File: src/rtl/source_decoder.sv
// Loop-back Manchester codec: serially encodes one N-bit word MSB first into a
// 2N-bit code register, then walks that register pair by pair to rebuild the word.
module source_decoder #(
  parameter int N = 23
) (
  input  logic           i_clk,
  input  logic           i_reset,
  input  logic           i_enable,
  input  logic [N-1:0]   i_data,
  output logic           o_sign,
  output logic           o_value,
  output logic           o_prev_value,
  output logic [2*N-1:0] o_coded_data,
  output logic           o_enc_done,
  input  logic           i_decode_enable,
  output logic [1:0]     o_decode_buffer,
  output logic           o_decoded_value,
  output logic [N-1:0]   o_result,
  output logic           o_dec_done,
  output logic           o_dec_error
);

  localparam int IW = $clog2(N);
  localparam logic [IW-1:0] IDX_TOP  = IW'(N - 1);
  localparam logic [IW-1:0] IDX_NEXT = IW'(N - 2);

  typedef enum logic [1:0] {
    ST_IDLE = 2'b00,
    ST_RUN  = 2'b01,
    ST_DONE = 2'b10
  } state_t;

  // Manchester pair for one data bit: 1 -> 10, 0 -> 01.
  function automatic logic [1:0] manchester_pair(input logic bit_in);
    return bit_in ? 2'b10 : 2'b01;
  endfunction

  // Only 10 and 01 are legal code pairs.
  function automatic logic pair_invalid(input logic [1:0] pair);
    return (pair[1] == pair[0]);
  endfunction

  state_t          r_enc_state;
  logic [IW-1:0]   r_enc_idx;
  logic [N-1:0]    r_shadow;
  logic            r_sign;
  logic            r_value;
  logic            r_prev_value;
  logic [2*N-1:0]  r_coded;
  logic            r_enc_done;

  state_t          r_dec_state;
  logic [IW-1:0]   r_dec_idx;
  logic [1:0]      r_dec_buffer;
  logic            r_decoded_value;
  logic [N-1:0]    r_result;
  logic            r_dec_done;
  logic            r_dec_error;

  logic            w_enc_bit;
  logic [IW-1:0]   w_enc_pos;
  logic [1:0]      w_dec_pair;

  // Bit and pair position being encoded this cycle; IDLE encodes the live MSB.
  always_comb begin
    w_enc_bit = 1'b0;
    w_enc_pos = IDX_TOP;
    if (r_enc_state == ST_IDLE) begin
      w_enc_bit = i_data[N-1];
      w_enc_pos = IDX_TOP;
    end else begin
      w_enc_bit = r_shadow[r_enc_idx];
      w_enc_pos = r_enc_idx;
    end
  end

  // Code pair currently addressed by the decoder index.
  always_comb begin
    w_dec_pair = r_coded[{r_dec_idx, 1'b0} +: 2];
  end

  // Encoder FSM; outputs move only on enabled advances.
  always_ff @(posedge i_clk) begin
    if (i_reset) begin
      r_enc_state  <= ST_IDLE;
      r_enc_idx    <= IDX_TOP;
      r_shadow     <= '0;
      r_sign       <= 1'b0;
      r_value      <= 1'b0;
      r_prev_value <= 1'b0;
      r_coded      <= '0;
      r_enc_done   <= 1'b0;
    end else begin
      case (r_enc_state)
        ST_IDLE: begin
          if (i_enable) begin
            r_shadow                     <= i_data;
            r_coded[{w_enc_pos, 1'b0} +: 2] <= manchester_pair(w_enc_bit);
            r_prev_value                 <= r_value;
            r_value                      <= w_enc_bit;
            r_sign                       <= w_enc_bit ^ r_value;
            r_enc_idx                    <= IDX_NEXT;
            r_enc_state                  <= ST_RUN;
          end
        end
        ST_RUN: begin
          if (i_enable) begin
            r_coded[{w_enc_pos, 1'b0} +: 2] <= manchester_pair(w_enc_bit);
            r_prev_value                 <= r_value;
            r_value                      <= w_enc_bit;
            r_sign                       <= w_enc_bit ^ r_value;
            if (r_enc_idx == '0) begin
              r_enc_state <= ST_DONE;
              r_enc_done  <= 1'b1;
            end else begin
              r_enc_idx <= r_enc_idx - IW'(1);
            end
          end
        end
        ST_DONE: begin
          r_enc_done <= 1'b1;
        end
        default: begin
          r_enc_state <= ST_IDLE;
          r_enc_idx   <= IDX_TOP;
        end
      endcase
    end
  end

  // Decoder FSM; reads the code register live, no handshake with the encoder.
  always_ff @(posedge i_clk) begin
    if (i_reset) begin
      r_dec_state     <= ST_IDLE;
      r_dec_idx       <= IDX_TOP;
      r_dec_buffer    <= 2'b00;
      r_decoded_value <= 1'b0;
      r_result        <= '0;
      r_dec_done      <= 1'b0;
      r_dec_error     <= 1'b0;
    end else begin
      case (r_dec_state)
        ST_IDLE, ST_RUN: begin
          if (i_decode_enable) begin
            r_dec_buffer        <= w_dec_pair;
            r_decoded_value     <= (w_dec_pair == 2'b10);
            r_result[r_dec_idx] <= (w_dec_pair == 2'b10);
            if (pair_invalid(w_dec_pair)) begin
              r_dec_error <= 1'b1;
            end
            if (r_dec_idx == '0) begin
              r_dec_state <= ST_DONE;
              r_dec_done  <= 1'b1;
            end else begin
              r_dec_idx   <= r_dec_idx - IW'(1);
              r_dec_state <= ST_RUN;
            end
          end
        end
        ST_DONE: begin
          r_dec_done <= 1'b1;
        end
        default: begin
          r_dec_state <= ST_IDLE;
          r_dec_idx   <= IDX_TOP;
        end
      endcase
    end
  end

  assign o_sign          = r_sign;
  assign o_value         = r_value;
  assign o_prev_value    = r_prev_value;
  assign o_coded_data    = r_coded;
  assign o_enc_done      = r_enc_done;
  assign o_decode_buffer = r_dec_buffer;
  assign o_decoded_value = r_decoded_value;
  assign o_result        = r_result;
  assign o_dec_done      = r_dec_done;
  assign o_dec_error     = r_dec_error;

endmodule

File: config.mk
export PLATFORM = sky130hd
export DESIGN_NAME = source_decoder
export DESIGN_NICKNAME = d
export VERILOG_FILES = /design/src/rtl/source_decoder.sv
export SDC_FILE = /design/constraint.sdc
export NUM_CORES = 1
export LEC_CHECK = 0
export ABC_AREA = 0
export BUFFER_PORTS_ARGS = -buffer_cell sky130_fd_sc_hd__buf_2
export CELL_PAD_IN_SITES_DETAIL_PLACEMENT = 1
export CELL_PAD_IN_SITES_GLOBAL_PLACEMENT = 1
export CORE_MARGIN = 2
export CORE_UTILIZATION = 43
export CTS_BUF_LIST = sky130_fd_sc_hd__clkbuf_4
export CTS_CLUSTER_DIAMETER = 50
export DETAILED_ROUTE_END_ITERATION = 16
export PLACE_DENSITY_LB_ADDON = 0.1
export SYNTH_ARGS = -nofsm -noshare
export SYNTH_HDL_FRONTEND = slang
export SYNTH_SLANG_ARGS = --single-unit
File: constraint.sdc
create_clock -name i_clk -period 3.99 [get_ports i_clk]
set_clock_uncertainty 0.1 [all_clocks]
set_input_delay 0.399 -clock i_clk [delete_from_list [all_inputs] [get_ports i_clk]]
set_output_delay 0.399 -clock i_clk [all_outputs]
set_load 0.05 [all_outputs]
==> results.cfg <==
[detailed_routing]
wl_met2_um = 9050
routed_wl_um = 18600
routed-via-count = 5578
wl_met3_um = 730
post-route-drc-count = 0
ant_nets = 0
highest_layer = met4
via_per_inst = 5.77
dr.pass1.iters = 5
first_iter_violations = 291
wl_per_cell_um = 19.2
wl_met1_um = 8340

[clock_network]
clkSinkCount = 115
cts_tree = done
hold_buffers = 22
numCtsBuffers = 17
cts.clk_slew.worst_paths_ns = 0.10
cts_htree_levels = 4
postCtsResizedCells = 0
cts_max_path_buffers = 2
clock-root-buffer = clkbuf_4
postCtsSetupBuffers = 0
clk_latency_ns = 0.54

[final_layout]
drive_gt1_share_pct = 22.8
area_growth_syn_to_layout_pct = 19.4
final_cell_mix = dfxtp_1, buf_2, nand2_1
area.sequential_um2 = 2300
insertedDiodeCount = 0
multi_input_area_um2 = 3120
fillers = 1612
fin_nets = 813
final_common_cell = dfxtp_1
fin_util_pct = 52.0

[logic_synthesis]
synth_top_area_cell = dfxtp_1
synth_top_cell_area_share_pct = 40.3
synthCells = 678
synth_area_leaders = dfxtp_1, nand2_1, a21oi_1
yosys_warnings = 0
synth_edf_count = 0
synth_area_per_cell_um2 = 8.44
ys_seq_area_share_pct = 40.3
ys.flop_type = dfxtp_1
syn_nets = 714
ys_types = 69
synth_seq_cells = 115
syn_area_um2 = 5720
async_flop_share_pct = 0

[hold_path]
holdPathStages = 3
hold_path.class = in2reg

[timing]
hold_violations = 0
timing.setup.tns_ns = 0
setup_violations = 0
fin_ws_ns = 0.659
fin_crit_sh_pct = 83.5
maxSlewHeadroom_pct = 31.6
layout_min_cycle_time_ns = 3.33
drv_slew = 0
rsz0062_at_grt = no
timing.fmax_mhz = 300
worstMarginPinSlew_ns = 1.02
fin_hold_ws_ns = 0.0487

[power_and_ir_drop]
ir_worst_vdd_uv = 212
p_leak_nw = 2.72
power_density_nw_per_um2 = 363
total_power_w = 0.00248

[placement]
dp_slack_ns = 0.773
hpwl_um = 13100
io_buffers = 104
finalWeightedCongestion = 0.829

[setup_path]
cp_cell_sequence = nor2_1 > nor2_1 > ha_1 > nor3b_2 > xor2_1 > buf_4 > nor3_1 > a31oi_1 > a311oi_1
crit_path_top_delay_cell = dfxtp_1
cp-end-kind = register
r2r_slack_ns = 0.66
cp_top_family = simple AND/OR/NAND/NOR gates
worstPathArrival_ns = 3.67
cp_data_required_time_ns = 4.33
max_stage_delay_ns = 0.69
crit_fanout = 21
crit_type = reg2reg
cp_num_cells = 9
worstSetupStartpointType = register
cp_common_cell = nor2_1
reg2reg_depth = 9
path_buf_inv = 1

[global_route]
grt_max_degree = 44
grtUsageTotal_pct = 26.7
grt_overflow = 0
grt_pass1_vias = 5690
antenna_found_initial = 0
grt_pass1_wl_um = 29800

[floorplan]
die_h_um = 119
die_x_um = 119
io-pin-count = 105
start_util_pct = 43.5
die_area_um2 = 14200
core_area_um2 = 13100
row_count = 42

[flow_run]
maxCapViolCount = 0

[outcome]
outcome = finished, final reports clean
worst reg2reg max path, stage by stage, from the launching register on:
cell	delay, ns
dfxtp_1	0.69
nor2_1	0.15
nor2_1	0.15
ha_1	0.40
nor3b_2	0.33
xor2_1	0.11
buf_4	0.21
nor3_1	0.62
a31oi_1	0.18
a311oi_1	0.29
path summary, 6_finish.rpt:
check,endpoint,startpoint
setup / recovery,o_coded_data[29],r_enc_state[0]
setup reg to reg,o_coded_data[29],r_enc_state[0]
hold / removal,r_shadow[22],i_data[22]
hold reg to reg,r_shadow[3],r_shadow[3]
through the flow:
step / std cells / cell area, µm²
after floorplan: 678 / 5720
after detailed placement: 912 / 6300
final: 966 / 6830
after global placement: 912 / 6300
after CTS: 966 / 6830
after global routing: 966 / 6830
kinds of logic after synthesis:
logic type,after synthesis,share of synthesized area (%)
buffers and inverters,72,5.25
XOR/XNOR,9,1.38
AND/OR/NAND/NOR,244,21.2
adder cells (fa/ha/maj),9,1.97
flip-flops,115,40.3
multiplexers,22,7.15
AO/OA/AOI/OAI,207,22.8
flip-flops by register name, summed over array words and instances (netlist names):
| register | count |
|---|---|
| o_sign | 1 |
| o_value | 1 |
| o_decode_buffer | 2 |
| o_result | 23 |
| o_dec_done | 1 |
| r_dec_state | 2 |
| o_dec_error | 1 |
| o_enc_done | 1 |
| r_dec_idx | 5 |
| o_decoded_value | 1 |
| r_shadow | 23 |
| r_enc_state | 2 |
| o_coded_data | 46 |
| r_enc_idx | 5 |
| o_prev_value | 1 |
synthesized netlist by cell type (11+ instances only):
| library cell | count |
|---|---|
| a21oi_1 | 74 |
| clkbuf_1 | 41 |
| nand3_1 | 11 |
| buf_2 | 12 |
| mux4_2 | 11 |
| nor2_1 | 57 |
| inv_1 | 15 |
| dfxtp_1 | 115 |
| o22ai_1 | 12 |
| nand2_1 | 100 |
| a211oi_1 | 12 |
| o21ai_0 | 52 |
per-layer routing:
layer	up-vias	track usage [%]
li1	2649	-
met1	2752	33.9
met2	140	44.5
met3	37	5.75
met4	0	10.1
met5	-	0
power breakdown:
part           switching, W  internal, W
Sequential        0.0000411      0.00118
Combinational      0.000202     0.000108
Clock              0.000455     0.000499
area by class of cell:
| class | count | area share, % |
|---|---|---|
| well taps | 176 | 3.23 |
| inverters | 16 | 0.880 |
| clock inverters | 13 | 2.42 |
| clock buffers | 19 | 2.09 |
| repair buffers | 136 | 11.9 |
| flip-flops and latches | 115 | 33.7 |
| multi-input cells | 491 | 45.7 |
Note: power is estimated with default switching activity, not from simulation.
